<file path="config.mk">
export PLATFORM = sky130hd
export DESIGN_NAME = mru_wb_bridge
export DESIGN_NICKNAME = d
export VERILOG_FILES = /design/src/rtl/mru_wb_bridge.sv
export SDC_FILE = /design/constraint.sdc
export NUM_CORES = 1
export LEC_CHECK = 0
export ABC_AREA = 1
export CELL_PAD_IN_SITES_DETAIL_PLACEMENT = 1
export CELL_PAD_IN_SITES_GLOBAL_PLACEMENT = 1
export CORE_ASPECT_RATIO = 2
export CORE_MARGIN = 2
export CORE_UTILIZATION = 31
export DETAILED_ROUTE_END_ITERATION = 16
export GPL_TIMING_DRIVEN = 0
export PLACE_DENSITY_LB_ADDON = 0.3
export SLEW_MARGIN = 20
export SYNTH_ARGS = -nofsm -noshare
export SYNTH_HDL_FRONTEND = slang
export SYNTH_SLANG_ARGS = --single-unit
</file>
<file path="constraint.sdc">
create_clock -name clk_i -period 2.35 [get_ports clk_i]
set_input_delay 0.47 -clock clk_i [delete_from_list [all_inputs] [get_ports clk_i]]
set_output_delay 0.47 -clock clk_i [all_outputs]
set_load 0.02 [all_outputs]
</file>
<file path="src/rtl/mru_wb_bridge.sv">
// Memory request unit: arbitrates instruction-fetch and byte data ports onto one classic Wishbone B4 master.
// Optional one-entry fetch buffer enabled by defining MRU_FETCH_BUF_EN.
module mru_wb_bridge #(
    parameter int DATA_PRIO = 1
) (
    input  logic        clk_i,
    input  logic        rst_i,
    input  logic        ins_en,
    input  logic [30:0] ins_addr,
    input  logic        ins_ext,
    output logic        ins_stl,
    output logic        ins_ack,
    output logic [31:0] ins_data,
    input  logic        mem_en,
    input  logic [31:0] mem_addr,
    input  logic        mem_we,
    input  logic [7:0]  mem_data_i,
    output logic        mem_stl,
    output logic        mem_ack,
    output logic [7:0]  mem_data_o,
    input  logic [31:0] dat_i,
    input  logic        ack_i,
    output logic [31:0] dat_o,
    output logic [29:0] adr_o,
    output logic [3:0]  sel_o,
    output logic        cyc_o,
    output logic        stb_o,
    output logic        we_o
);

    typedef enum logic [1:0] {IDLE, INS_A, INS_B, MEM} state_t;

    state_t      state_reg;
    logic        ins_odd_reg;
    logic        ins_ext_reg;
    logic [1:0]  mem_lane_reg;
    logic [15:0] low_half_reg;
    logic        take_mem;
    logic        take_ins;
    logic        ack_pending;
    logic [7:0]  rd_byte;

`ifdef MRU_FETCH_BUF_EN
    logic        buf_valid_reg;
    logic [29:0] buf_addr_reg;
    logic [31:0] buf_data_reg;
    logic        buf_hit;

    // A straddling fetch needs two words, so only single-word fetches can hit.
    assign buf_hit = buf_valid_reg && (buf_addr_reg == ins_addr[30:1]) && !(ins_addr[0] && ins_ext);
`endif

    assign ins_stl     = ins_en & ~ins_ack;
    assign mem_stl     = mem_en & ~mem_ack;
    assign stb_o       = cyc_o;
    assign ack_pending = ins_ack | mem_ack;
    assign take_mem    = mem_en & ((DATA_PRIO != 0) | ~ins_en);
    assign take_ins    = ins_en & ~take_mem;
    assign rd_byte     = dat_i[{mem_lane_reg, 3'b000} +: 8];

    function automatic logic [31:0] pick_ins(input logic [31:0] word, input logic odd, input logic ext);
        if (!odd && ext)
            return word;
        else if (!odd)
            return {16'h0, word[15:0]};
        else
            return {16'h0, word[31:16]};
    endfunction

    always_ff @(posedge clk_i or negedge rst_i) begin
        if (!rst_i) begin
            state_reg    <= IDLE;
            cyc_o        <= 1'b0;
            we_o         <= 1'b0;
            sel_o        <= 4'h0;
            adr_o        <= 30'h0;
            dat_o        <= 32'h0;
            ins_ack      <= 1'b0;
            mem_ack      <= 1'b0;
            ins_data     <= 32'h0;
            mem_data_o   <= 8'h0;
            ins_odd_reg  <= 1'b0;
            ins_ext_reg  <= 1'b0;
            mem_lane_reg <= 2'b00;
            low_half_reg <= 16'h0;
`ifdef MRU_FETCH_BUF_EN
            buf_valid_reg <= 1'b0;
            buf_addr_reg  <= 30'h0;
            buf_data_reg  <= 32'h0;
`endif
        end else begin
            ins_ack <= 1'b0;
            mem_ack <= 1'b0;
            case (state_reg)
                IDLE: begin
                    // During an ack cycle the requester still holds en for the old request.
                    if (!ack_pending) begin
                        if (take_mem) begin
                            state_reg    <= MEM;
                            cyc_o        <= 1'b1;
                            we_o         <= mem_we;
                            adr_o        <= mem_addr[31:2];
                            sel_o        <= 4'b0001 << mem_addr[1:0];
                            dat_o        <= {4{mem_data_i}};
                            mem_lane_reg <= mem_addr[1:0];
                        end else if (take_ins) begin
                            ins_odd_reg <= ins_addr[0];
                            ins_ext_reg <= ins_ext;
`ifdef MRU_FETCH_BUF_EN
                            if (buf_hit) begin
                                ins_ack  <= 1'b1;
                                ins_data <= pick_ins(buf_data_reg, ins_addr[0], ins_ext);
                            end else begin
                                state_reg <= INS_A;
                                cyc_o     <= 1'b1;
                                we_o      <= 1'b0;
                                adr_o     <= ins_addr[30:1];
                                sel_o     <= 4'hF;
                            end
`else
                            state_reg <= INS_A;
                            cyc_o     <= 1'b1;
                            we_o      <= 1'b0;
                            adr_o     <= ins_addr[30:1];
                            sel_o     <= 4'hF;
`endif
                        end
                    end
                end
                MEM: begin
                    if (ack_i) begin
                        state_reg <= IDLE;
                        cyc_o     <= 1'b0;
                        we_o      <= 1'b0;
                        if (mem_en) begin
                            mem_ack <= 1'b1;
                            if (!we_o)
                                mem_data_o <= rd_byte;
                        end
`ifdef MRU_FETCH_BUF_EN
                        if (we_o && (adr_o == buf_addr_reg))
                            buf_valid_reg <= 1'b0;
`endif
                    end
                end
                INS_A: begin
                    if (ack_i) begin
                        cyc_o <= 1'b0;
`ifdef MRU_FETCH_BUF_EN
                        buf_valid_reg <= 1'b1;
                        buf_addr_reg  <= adr_o;
                        buf_data_reg  <= dat_i;
`endif
                        if (ins_odd_reg && ins_ext_reg) begin
                            low_half_reg <= dat_i[31:16];
                            state_reg    <= INS_B;
                        end else begin
                            state_reg <= IDLE;
                            if (ins_en) begin
                                ins_ack  <= 1'b1;
                                ins_data <= pick_ins(dat_i, ins_odd_reg, ins_ext_reg);
                            end
                        end
                    end
                end
                INS_B: begin
                    // One idle bus cycle separates the two halves of a straddling fetch.
                    if (!cyc_o) begin
                        cyc_o <= 1'b1;
                        adr_o <= adr_o + 30'd1;
                    end else if (ack_i) begin
                        cyc_o     <= 1'b0;
                        state_reg <= IDLE;
`ifdef MRU_FETCH_BUF_EN
                        buf_valid_reg <= 1'b1;
                        buf_addr_reg  <= adr_o;
                        buf_data_reg  <= dat_i;
`endif
                        if (ins_en) begin
                            ins_ack  <= 1'b1;
                            ins_data <= {dat_i[15:0], low_half_reg};
                        end
                    end
                end
                default: state_reg <= IDLE;
            endcase
        end
    end

endmodule

</file>
# Word level (Yosys, flattened, before mapping)
# Index checks and enable logic that the tools add are counted.
[word_totals]
regBits = 132
latch_bits = 0
mem_bits_rw = 0
romBits = 0
in_bits = 110
output_inout_bits = 113
elab_cells = 103
memories = 0
[classes]
n_addsub = 1
n_mul = 0
n_div = 0
n_lt_le_gt_ge = 0
eq_ne = 14
shifts = 2
mux = 44
bitwise = 9
reduce_logical = 19
[op_table]
columns = ["op", "count"]
rows = [
  ["32-bit 2-to-1 mux", 7],
  ["30-bit 2-to-1 mux", 4],
  ["32-bit case mux with 2 select lines", 1],
  ["30-bit case mux with 2 select lines", 1],
  ["32-bit by 6-bit variable part select with 8-bit output", 1],
  ["30-bit by 1-bit adder with 30-bit output (second input constant)", 1],
  ["4-bit AND reduction", 5],
  ["2-bit inequality test (second input constant)", 9],
  ["1-bit 2-to-1 mux", 17],
  ["16-bit 2-to-1 mux", 1],
  ["2-bit 2-to-1 mux", 7],
  ["3-bit AND reduction", 4],
  ["4-bit 2-to-1 mux", 2],
  ["2-bit case mux with 4 select lines", 1],
  ["2-bit nonzero test", 4],
  ["7-bit AND reduction", 1],
  ["1-bit NOT", 5],
  ["2-bit == test (second input constant)", 2],
  ["1-bit case mux with 2 select lines", 2],
  ["1-bit by 2-bit << shifter with 4-bit output (first input constant)", 1],
  ["1-bit bitwise AND", 3],
  ["3-bit inequality test (second input constant)", 1],
  ["1-bit case mux with 3 select lines", 1],
  ["2-bit by 1-bit == test with 1-bit output (second input constant)", 1],
  ["6 further kinds", 7],
]

# Logic depth before layout (Yosys ltp)
# Gate-level depths: netlist (run 1).
[depth]
ltp_word = 7
depth_mapped = 11
depth_no_buf = 9

# Worst setup path before layout (run 1)
# Ideal clock, no wire load.
[synth_path]
path_kind = "register -> register"
from = "register state_reg[0]"
to = "register ins_data[10]"
setup_time_ps = 126
t_arrival_ps = 1660
required_ps = 2224
slack_ps = 564
path_stages_with_launch = 9
path_buffers = 2
synth_period_minus_slack_ps = 1786
cell_sequence = "dfrtp_1 inv_1 ha_1 clkbuf_1 nand2_1 o21ai_1 nor4_4 buf_2 a21oi_1"
[synth_via]
elab_chain_cells = 3
elab_cells_between_ends = 11
classes_between = "8 x eq/ne; 1 x mux; 2 x reduce/logical"
[synth_rtl]
columns = ["element", "line", "rtl"]
rows = [
  ["start: declaration", "33", "state_t state_reg;"],
  ["start signal: assignment", "72", "state_reg <= IDLE;"],
  ["start signal: assignment", "99", "state_reg <= MEM;"],
  ["start signal: assignment", "121", "state_reg <= INS_A;"],
  ["2-bit by 1-bit == test with 1-bit output / 2-bit == test (equally long branches)", "94", "case (state_reg)"],
  ["2-bit inequality test (no source line) / 2-bit nonzero test (equally long branches)", "-", ""],
  ["7-bit AND reduction (no source line)", "-", ""],
  ["end signal: assignment", "161", "ins_data <= pick_ins(dat_i, ins_odd_reg, ins_ext_reg);"],
  ["end signal: assignment", "181", "ins_data <= {dat_i[15:0], low_half_reg};"],
  ["end: declaration", "13", "output logic [31:0] ins_data,"],
]
# Parallel ways exist; a longest one is shown, timed or not.
# A chain may end at the register's enable or synchronous reset.

# Worst setup path after layout (run 1)
[layout_path]
from = "input port mem_en"
to = "output port mem_stl"
[layout_via]
elab_chain_cells = 1
[layout_rtl]
columns = ["element", "line", "rtl"]
rows = [
  ["start: declaration", "14", "input logic mem_en,"],
  ["1-bit bitwise AND", "54", "assign mem_stl = mem_en & ~mem_ack;"],
  ["end: declaration", "18", "output logic mem_stl,"],
]
# Every way passes these cells.

==> results of run 1 <==
final cells by class:
class                           count  area share
Buffer                             71     0.04315
Sequential cell                   108      0.2885
Clock buffer                        9     0.02404
Inverter                           66     0.02658
Antenna cell                        1   0.0002672
Tap cell                          266     0.03553
Multi-Input combinational cell    680      0.3294
Clock inverter                      7     0.01122
Timing Repair Buffer              223      0.2413
power by group:
group	total (mW)	switching, mW	internal, mW
Clock	1.75	0.790	0.956
Sequential	3.68	0.901	2.78
Combinational	8.29	4.89	3.40
Total	13.7	6.58	7.13
cells in the mapped netlist (all sizes together), types with 2 or more instances:
master | n | area (µm²)
a21oi | 70 | 350.3
a22oi | 21 | 157.7
a31oi | 13 | 81.33
and2 | 2 | 12.51
buf | 43 | 294.0
clkbuf | 29 | 108.9
clkinv | 3 | 11.26
dfrtp | 108 | 2703
ha | 5 | 62.56
inv | 63 | 236.5
nand2 | 186 | 698.2
nand3 | 42 | 210.2
nor2 | 211 | 792.0
nor3 | 3 | 20.02
o211ai | 2 | 15.01
o21ai | 113 | 565.5
o22ai | 3 | 18.77
how the worst min path moves through the flow:
stage	to	slack (ns)	cells past startpoint
floorplan	adr_o[0]	0.17	0
global placement	low_half_reg[5]	0.46	2
detailed placement	adr_o[19]	0.45	1
CTS	adr_o[19]	0.06	1
global route	adr_o[18]	0.07	1
finish	adr_o[19]	0.04	1
routing by layer:
metal | part of all wire | GRT usage
met1 | 0.31 | 0.2418
met2 | 0.59 | 0.5377
met3 | 0.041 | 0.03987
met4 | 0.061 | 0.1615
met5 | 0 | 0
worst max-delay path, cell delays in order:
cell	delay, ns
buf_2	0.25
inv_2	0.24
nor2_1	0.14
clkdlybuf4s50_1	0.61
kinds of logic (layout without fill, tap and decap cells):
logic type      after synthesis  in the layout  synth area share
mux                           1              1          0.001752
fa+ha+maj                     5              5          0.009735
buf+inv                     138            376            0.1012
simple gates                446            446            0.2739
compound gates              226            226            0.1900
xor+xnor                      2              2          0.002726
other cells                   0              1                 0
flops                       108            108            0.4206
what timing repair did:
item / in CTS / in global routing
gates cloned: 0 / 0
buffers inserted: 1 / 0
gates resized for setup: 2 / 13
pin swaps: 1 / 0
endpoints found under the setup margin: 19 / 27
==> run metrics, run 1 <==
DP HPWL=between 20 and 25 mm; Via Count=7390; initial antenna violation count=1; Yosys Warn Count=0; total wire length=29.25 mm; Final Max Tran Viols=0; Yosys reg bits=around 110; Reg2Reg Depth=9; Syn Inst Count=about 930; vias in the first global route=about 8.0k; Ports=223; area delta synth->final=45.76%; fin crit share=0.9375; Max Freq=between 400 and 500 MHz; FFs w/ async S/R, synth=1.000; Worst Setup End Kind=output pin; Worst VDD drop=between 600 and 700 µV; core footprint=slightly above 20000 µm²; initial DRC count=270; final hold violation count=0; Lkg Pwr=4.146 nW; share of cells above drive strength 1=0.06271; detailed-route DRC error count=0; synthesized area per cell=approximately 6.9 µm²; H-Tree Depth=3; final setup TNS=0 ns; Required @ worst endpoint=1.88 ns; site row count=between 70 and 80; clock root buffer=clkbuf_16; storage element area=approximately 2700 µm²; number of vias per cell=between 5 and 6; R2R setup slack=~0.18 ns; HP Class=input port to asynchronous set/reset pin; Fillers=around 2.6k; EDFF count, synth=0; crit path to=mem_stl; global-route wire length before repair=approximately 45 mm; total power=roughly 14 mW; ys flop type=dfrtp_1; Worst Setup Path Type=input port to output pin; total clock sinks=108; Syn Nets=1041; area of the multi-input gates=about 3100 µm²; CTS tree=built; fin nets=~1.3k; post-route cell area=9366 µm²; worst relative slew slack=0.6004; Clock Latency Late Sink=roughly 0.36 ns; Pwr per Cell Area=1464 nW/µm²; IO buf count=221; measured slew at the worst slew-check pin=0.5932 ns; Setup-failing EPs final=0; R2R Path Start=adr_o[0]; GPL Wtd Cong=between 0.9 and 1; Place WS=-0.2490 ns; CTS max path bufs=2; post-synthesis cell type count=32; minimum clock period=approximately 2.2 ns; RSZ-0062 raised after global routing=false; commonest non-fill, non-tap cell in the layout=clkdlybuf4s50_1; Initial Util=0.3155; GRT Total Usage=0.2682; Hold Buf Count CTS=0; critical path startpoint=mem_en; hold slack=between 0.04 and 0.05 ns; Max FO, Critical Path=19; placed cells=between 1k and 1.5k; total gr overflow=0; Num CTS Buffers=9; Die Span Y=between 200 and 250 µm; MaxCap Viol Count=0; most frequent cells in the layout=clkdlybuf4s50_1 (219), nor2_1 (207), nand2_1 (185); Worst Path Arrival=1.73 ns; FF-to-FF End=adr_o[22]; skew final=approximately 0.013 ns; Final Non-Filler Cells=1431; Finished Core Util=0.4598; Post-DP Area=between 8000 and 9000 µm²; outcome=finished, final reports clean; PnR worst setup slack=0.1469 ns; clock-pin slew on the worst setup and hold paths=roughly 0.08 ns; max reg flops=32; Worst Setup Start Kind=input port; die area=about 22000 µm²; sequential-to-total area share from yosys stat=0.4206; wire per inst=about 20 µm; largest net degree at the start of global routing=61; Antenna Nets Post-Route=0; Die Width=105.8 µm; drt pass-1 iters=5; synthesized area=between 6000 and 7000 µm²
(Power assumes the default switching activity.)
==> inputs of run 2 (changes only) <==
- TNS_END_PERCENT: default -> 1
==> run metrics, run 2 (synthesis results as in run 1) <==
outcome=finished, final reports clean; area delta synth->final=45.76% (unchanged); initial DRC count=252 (-6.7%); Clock Latency Late Sink=0.36 ns (about the same); share of cells above drive strength 1=0.05837 (-0.004346); CP delay by family, top=simple AND/OR/NAND/NOR gates; final setup TNS=0 ns (unchanged); initial antenna violation count=1 (unchanged); total wire length=29.37 mm (+0.39%); most frequent cell on the critical path=nand2_1; worst relative slew slack=0.5822 (-0.01818); post-route cell area=9366 µm² (unchanged); Required @ worst endpoint=2.64 ns (+0.76 ns); Die Span Y=207.6 µm (unchanged); Int Pwr=7.132 mW (about the same); cell breakdown of the critical path=ha_1, nand2_1, nor2_1, nand2_1, nor2_1, nand2_1, nand2_1, nand3_1, a21oi_1; Ports=223 (unchanged); met2 routed WL=17.04 mm (-0.50%); Final Max Tran Viols=0 (unchanged); skew final=0.01033 ns (-0.002465 ns); final hold violation count=0 (unchanged); Initial Util=0.3155 (unchanged); total gr overflow=0 (unchanged); DP HPWL=23.65 mm (unchanged); max reg flops=32 (unchanged); fin nets=1275 (+0.078%); RSZ-0062 raised after global routing=true; HP Class=input port to asynchronous set/reset pin; Setup-failing EPs final=0 (unchanged); IO buf count=221 (unchanged); wire per inst=20.51 µm (+0.32%); Lkg Pwr=4.153 nW (+0.18%); clock-pin slew on the worst setup and hold paths=0.08 ns (about the same); Antenna Nets Post-Route=0 (unchanged); Via Count=7404 (+0.19%); fin crit share=0.9820 (+0.04451); CP peak stage delay=0.48 ns (-0.13 ns); drt pass-1 iters=4 (-1); critical path's slowest cell=dfrtp_1; CTS tree=built; most frequent cells in the layout=clkdlybuf4s50_1 (218), nor2_1 (210), nand2_1 (186); MaxCap Viol Count=0 (unchanged); commonest non-fill, non-tap cell in the layout=clkdlybuf4s50_1; total clock sinks=108 (unchanged); Worst Setup Start Kind=flop; Pwr per Cell Area=1463 nW/µm² (about the same); Highest Signal Layer=met4; Worst Setup End Kind=flop; Sw Pwr=6.572 mW (about the same); Fillers=2602 (+0.19%); Sw Ratio=0.4796 (about the same); Max FO, Critical Path=7 (-12); detailed-route DRC error count=0 (unchanged); site row count=74 (unchanged); largest net degree at the start of global routing=61 (unchanged); die area=21970 µm² (unchanged); Worst Path Arrival=2.60 ns (+0.87 ns); clock root buffer=clkbuf_16; Gate power share=0.604 (about the same); global-route wire length before repair=44.70 mm (about the same); GRT Total Usage=0.2683 (about the same); WP buf/inv=0 (-3); minimum clock period=2.308 ns (+0.1046 ns); Num CTS Buffers=9 (unchanged); core footprint=20370 µm² (unchanged); Post-DP Area=9000 µm² (unchanged); measured slew at the worst slew-check pin=0.6267 ns (+0.03354 ns); Max Freq=433.3 MHz (-4.5%); Worst Setup Path Type=flop to flop; CTS max path bufs=2 (unchanged); H-Tree Depth=3 (unchanged); Die Width=105.8 µm (unchanged); met1 WL=9.176 mm (+0.67%); Clk pwr share=0.128 (about the same); sequential power share=0.268 (about the same); met3 WL=1.231 mm (+1.5%); Worst VDD drop=673.3 µV (about the same); vias in the first global route=8010 (-0.037%); number of vias per cell=5.170 (+0.12%); GPL Wtd Cong=0.9523 (unchanged)
## run 2: changes by cell type in the layout (fill, tap and decap cells not counted), sizes merged
cell and delta:
dlymetal6s2s +1, clkdlybuf4s50 -1, clkbuf +1
## run 2: worst paths after layout
check | cells after the start | slack, ns | to | from
max reg2reg | 9 | 0.04 | adr_o[26] | adr_o[0]
min in group clk_i | 2 | 0.49 | low_half_reg[7] | low_half_reg[7]
min reg2reg | 2 | 0.49 | low_half_reg[7] | low_half_reg[7]
max | 9 | 0.04 | adr_o[26] | adr_o[0]
max in group asynchronous | 2 | 1.60 | ins_data[26] | rst_i
min | 1 | 0.04 | adr_o[19] | rst_i
## run 2: power groups by stage
stage | Sequential, mW | Clock [mW] | Combinational (mW)
2_1_floorplan | 4.32 | 0 | 3.86
3_3_place_gp | 3.66 | 0 | 8.10
3_5_place_dp | 3.69 | 0 | 8.29
4_1_cts | 3.68 | 1.78 | 8.34
5_1_grt | 3.81 | 1.84 | 9.04
6_report | 3.67 | 1.75 | 8.28
## run 2: through the flow
| step | hold WS [ns] | util | power (mW) | setup WS [ns] | cells |
|---|---|---|---|---|---|
| 2_1_floorplan | 0.1744 | - | 8.180 | 0.5635 | 926 |
| 3_3_place_gp | 0.4606 | 0.4404 | 11.77 | -3.849 | 1413 |
| 3_5_place_dp | 0.4504 | 0.4418 | 11.98 | -0.2490 | 1414 |
| 4_1_cts | 0.05869 | 0.4584 | 13.80 | -0.02015 | 1430 |
| 5_1_grt | 0.07144 | 0.4598 | 14.69 | -0.09266 | 1432 |
| 6_report | 0.04195 | 0.4598 | 13.70 | 0.04230 | 1432 |
## run 2: timing repair
action,4_1_cts,5_1_grt
hold buffers,0,0
resized for setup,5,6
pin swaps,0,1
buffers inserted,0,1
gates cloned,0,0
endpoints found under the setup margin,19,52
## run 2: cell type report
type                    count  area [µm²]  area share
repair buffers            223        2262      0.2415
diodes                      1       2.502   0.0002672
flip-flops and latches    108        2703      0.2885
inverters                  66       249.0     0.02658
well taps                 266       332.8     0.03553
multi-input cells         680        3075      0.3283
plain buffers              72       411.6     0.04395
clock buffers               9       225.2     0.02404
clock inverters             7       105.1     0.01122
## run 2: routing by layer
| metal | track usage | vias up |
|---|---|---|
| met3 | 0.03956 | 90 |
| li1 | - | 3454 |
| met4 | 0.1665 | 0 |
| met5 | 0 | - |
| met2 | 0.5350 | 245 |
| met1 | 0.2424 | 3615 |
==> inputs of run 3 (changes only) <==
- DONT_BUFFER_PORTS: default -> 1
==> run metrics, run 3 (synthesis results as in run 1) <==
Max FO, Critical Path=10 (+3); total wire length=27.34 mm (-6.9%); fin nets=1053 (-17%); placed cells=1192 (-16%); final setup TNS=0 ns (unchanged); outcome=complete, but fails checks; HP Class=input port to asynchronous set/reset pin; Required @ worst endpoint=2.60 ns (-0.04 ns); max reg flops=32 (unchanged); Finished Core Util=0.3480 (-0.1119); clock-pin slew on the worst setup and hold paths=0.08 ns (about the same); Reg2Reg Depth=7 (-2); drt pass-1 iters=4 (unchanged); Num CTS Buffers=9 (unchanged); vias in the first global route=7027 (-12%); Worst Setup Path Type=flop to flop; Sw Pwr=6.186 mW (-5.9%); Die Span Y=207.6 µm (unchanged); Worst Setup End Kind=flop; Worst Setup Start Kind=flop; site row count=74 (unchanged); share of cells above drive strength 1=0.07423 (+0.01586); commonest non-fill, non-tap cell in the layout=nor2_1; CTS tree=built; H-Tree Depth=3 (unchanged); Max Freq=453.2 MHz (+4.6%); Setup-failing EPs final=0 (unchanged); Ant. Diodes=0 (-1); Initial Util=0.3155 (unchanged); IO buf count=0 (-100%); R2R Path Start=state_reg[0]; GPL Wtd Cong=0.9016 (-5.3%); Lkg Pwr=3.242 nW (-22%); Sw Ratio=0.5396 (+0.06000); final hold violation count=108 (+108); Int Pwr=5.279 mW (-26%); core footprint=20370 µm² (unchanged); number of vias per cell=5.284 (+2.2%); global-route wire length before repair=41.35 mm (-7.5%); RSZ-0062 raised after global routing=true; Die Width=105.8 µm (unchanged); PnR worst setup slack=0.1434 ns (+0.1011 ns); Antenna Nets Post-Route=0 (unchanged); measured slew at the worst slew-check pin=0.6278 ns (+0.001144 ns); total gr overflow=0 (unchanged); clock root buffer=clkbuf_16; Place WS=-0.1298 ns (+0.1192 ns); initial DRC count=247 (-2.0%); R2R setup slack=0.14 ns (+0.10 ns); most frequent cells in the layout=nor2_1 (207), nand2_1 (186), o21ai_0 (111); GRT Total Usage=0.2529 (-0.01536); DP HPWL=21.73 mm (-8.1%); Final Max Tran Viols=0 (unchanged); sequential power share=0.410 (+0.142); fin crit share=0.9390 (-0.04304); Ports=223 (unchanged); area delta synth->final=10.30%; Pwr per Cell Area=1618 nW/µm² (+11%); total clock sinks=108 (unchanged); skew final=0.01176 ns (+0.001427 ns); failing checks=negative hold slack; die area=21970 µm² (unchanged); Clk pwr share=0.136 (+0.008); detailed-route DRC error count=0 (unchanged); largest net degree at the start of global routing=109 (+79%); FF-to-FF End=ins_data[12]; Worst Path Arrival=2.46 ns (-0.14 ns); initial antenna violation count=0 (-1); CTS max path bufs=2 (unchanged); minimum clock period=2.207 ns (-0.1011 ns); Via Count=6388 (-14%); Final Non-Filler Cells=1209 (-16%); wire per inst=22.61 µm (+10%); hold slack=-0.2149 ns (-0.2568 ns); MaxCap Viol Count=0 (unchanged); Worst VDD drop=556.0 µV (-17%); worst relative slew slack=0.5799 (-0.002309); Clock Latency Late Sink=0.38 ns (+0.02 ns); Gate power share=0.454 (-0.150)
==> run 3: final cells by class <==
type,instances,area [µm²]
Buffer,72,410.4
Inverter,66,249.0
Multi-Input combinational cell,680,3083
Clock inverter,6,48.80
Tap cell,266,332.8
Timing Repair Buffer,1,20.02
Clock buffer,10,239.0
Sequential cell,108,2705
Fill cell,2625,13280
==> run 3: how the worst max path moves through the flow <==
stage,depth (start not counted),to,start,slack (ns)
floorplan,8,ins_data[10],state_reg[0],0.56
global placement,7,ins_data[12],state_reg[0],-0.14
detailed placement,7,ins_data[12],state_reg[0],-0.13
CTS,8,ins_data[18],state_reg[0],-0.06
global route,10,adr_o[0],state_reg[0],-0.04
finish,7,ins_data[12],state_reg[0],0.14
==> run 3: repair_timing <==
| item | CTS | global route |
|---|---|---|
| pin swaps | 0 | 1 |
| gates cloned | 0 | 0 |
| endpoints found under the hold margin | 108 | 108 |
| endpoints found under the setup margin | 39 | 48 |
| buffers inserted | 0 | 1 |
| resized for setup | 5 | 8 |
==> run 3: per-layer routing <==
layer,global-route usage,routed length (µm),vias to the layer above
li1,-,-,3017
met1,0.2164,8364,3111
met2,0.5010,15760,197
met3,0.07504,1783,63
met4,0.1370,1430,0
met5,0,0,-
==> run 3: power by group through the flow <==
stage          clock network [mW]  registers, mW  logic [mW]
3_5_place_dp                    0           4.75        5.25
2_1_floorplan                   0           4.32        3.86
6_report                     1.56           4.70        5.21
4_1_cts                      1.60           4.72        5.28
3_3_place_gp                    0           4.74        5.12
5_1_grt                      1.65           4.84        5.90
==> run 3: worst max-delay path, stage by stage (launching register included) <==
cell and delay [ns]:
dfrtp_1 0.42, inv_1 0.09, ha_1 0.15, clkbuf_1 0.28, clkinv_2 0.28, clkbuf_1 0.31
o21ai_0 0.42, a21oi_1 0.12
==> run 3: through the flow <==
| step | power [mW] | cell area (µm²) | hold slack (ns) |
|---|---|---|---|
| 3_3_place_gp | 9.851 | 6759 | 0.1786 |
| 5_1_grt | 12.39 | 7088 | -0.2289 |
| 4_1_cts | 11.60 | 7058 | -0.2283 |
| 6_report | 11.47 | 7088 | -0.2149 |
| 2_1_floorplan | 8.180 | 6426 | 0.1744 |
| 3_5_place_dp | 10.00 | 6759 | 0.1792 |
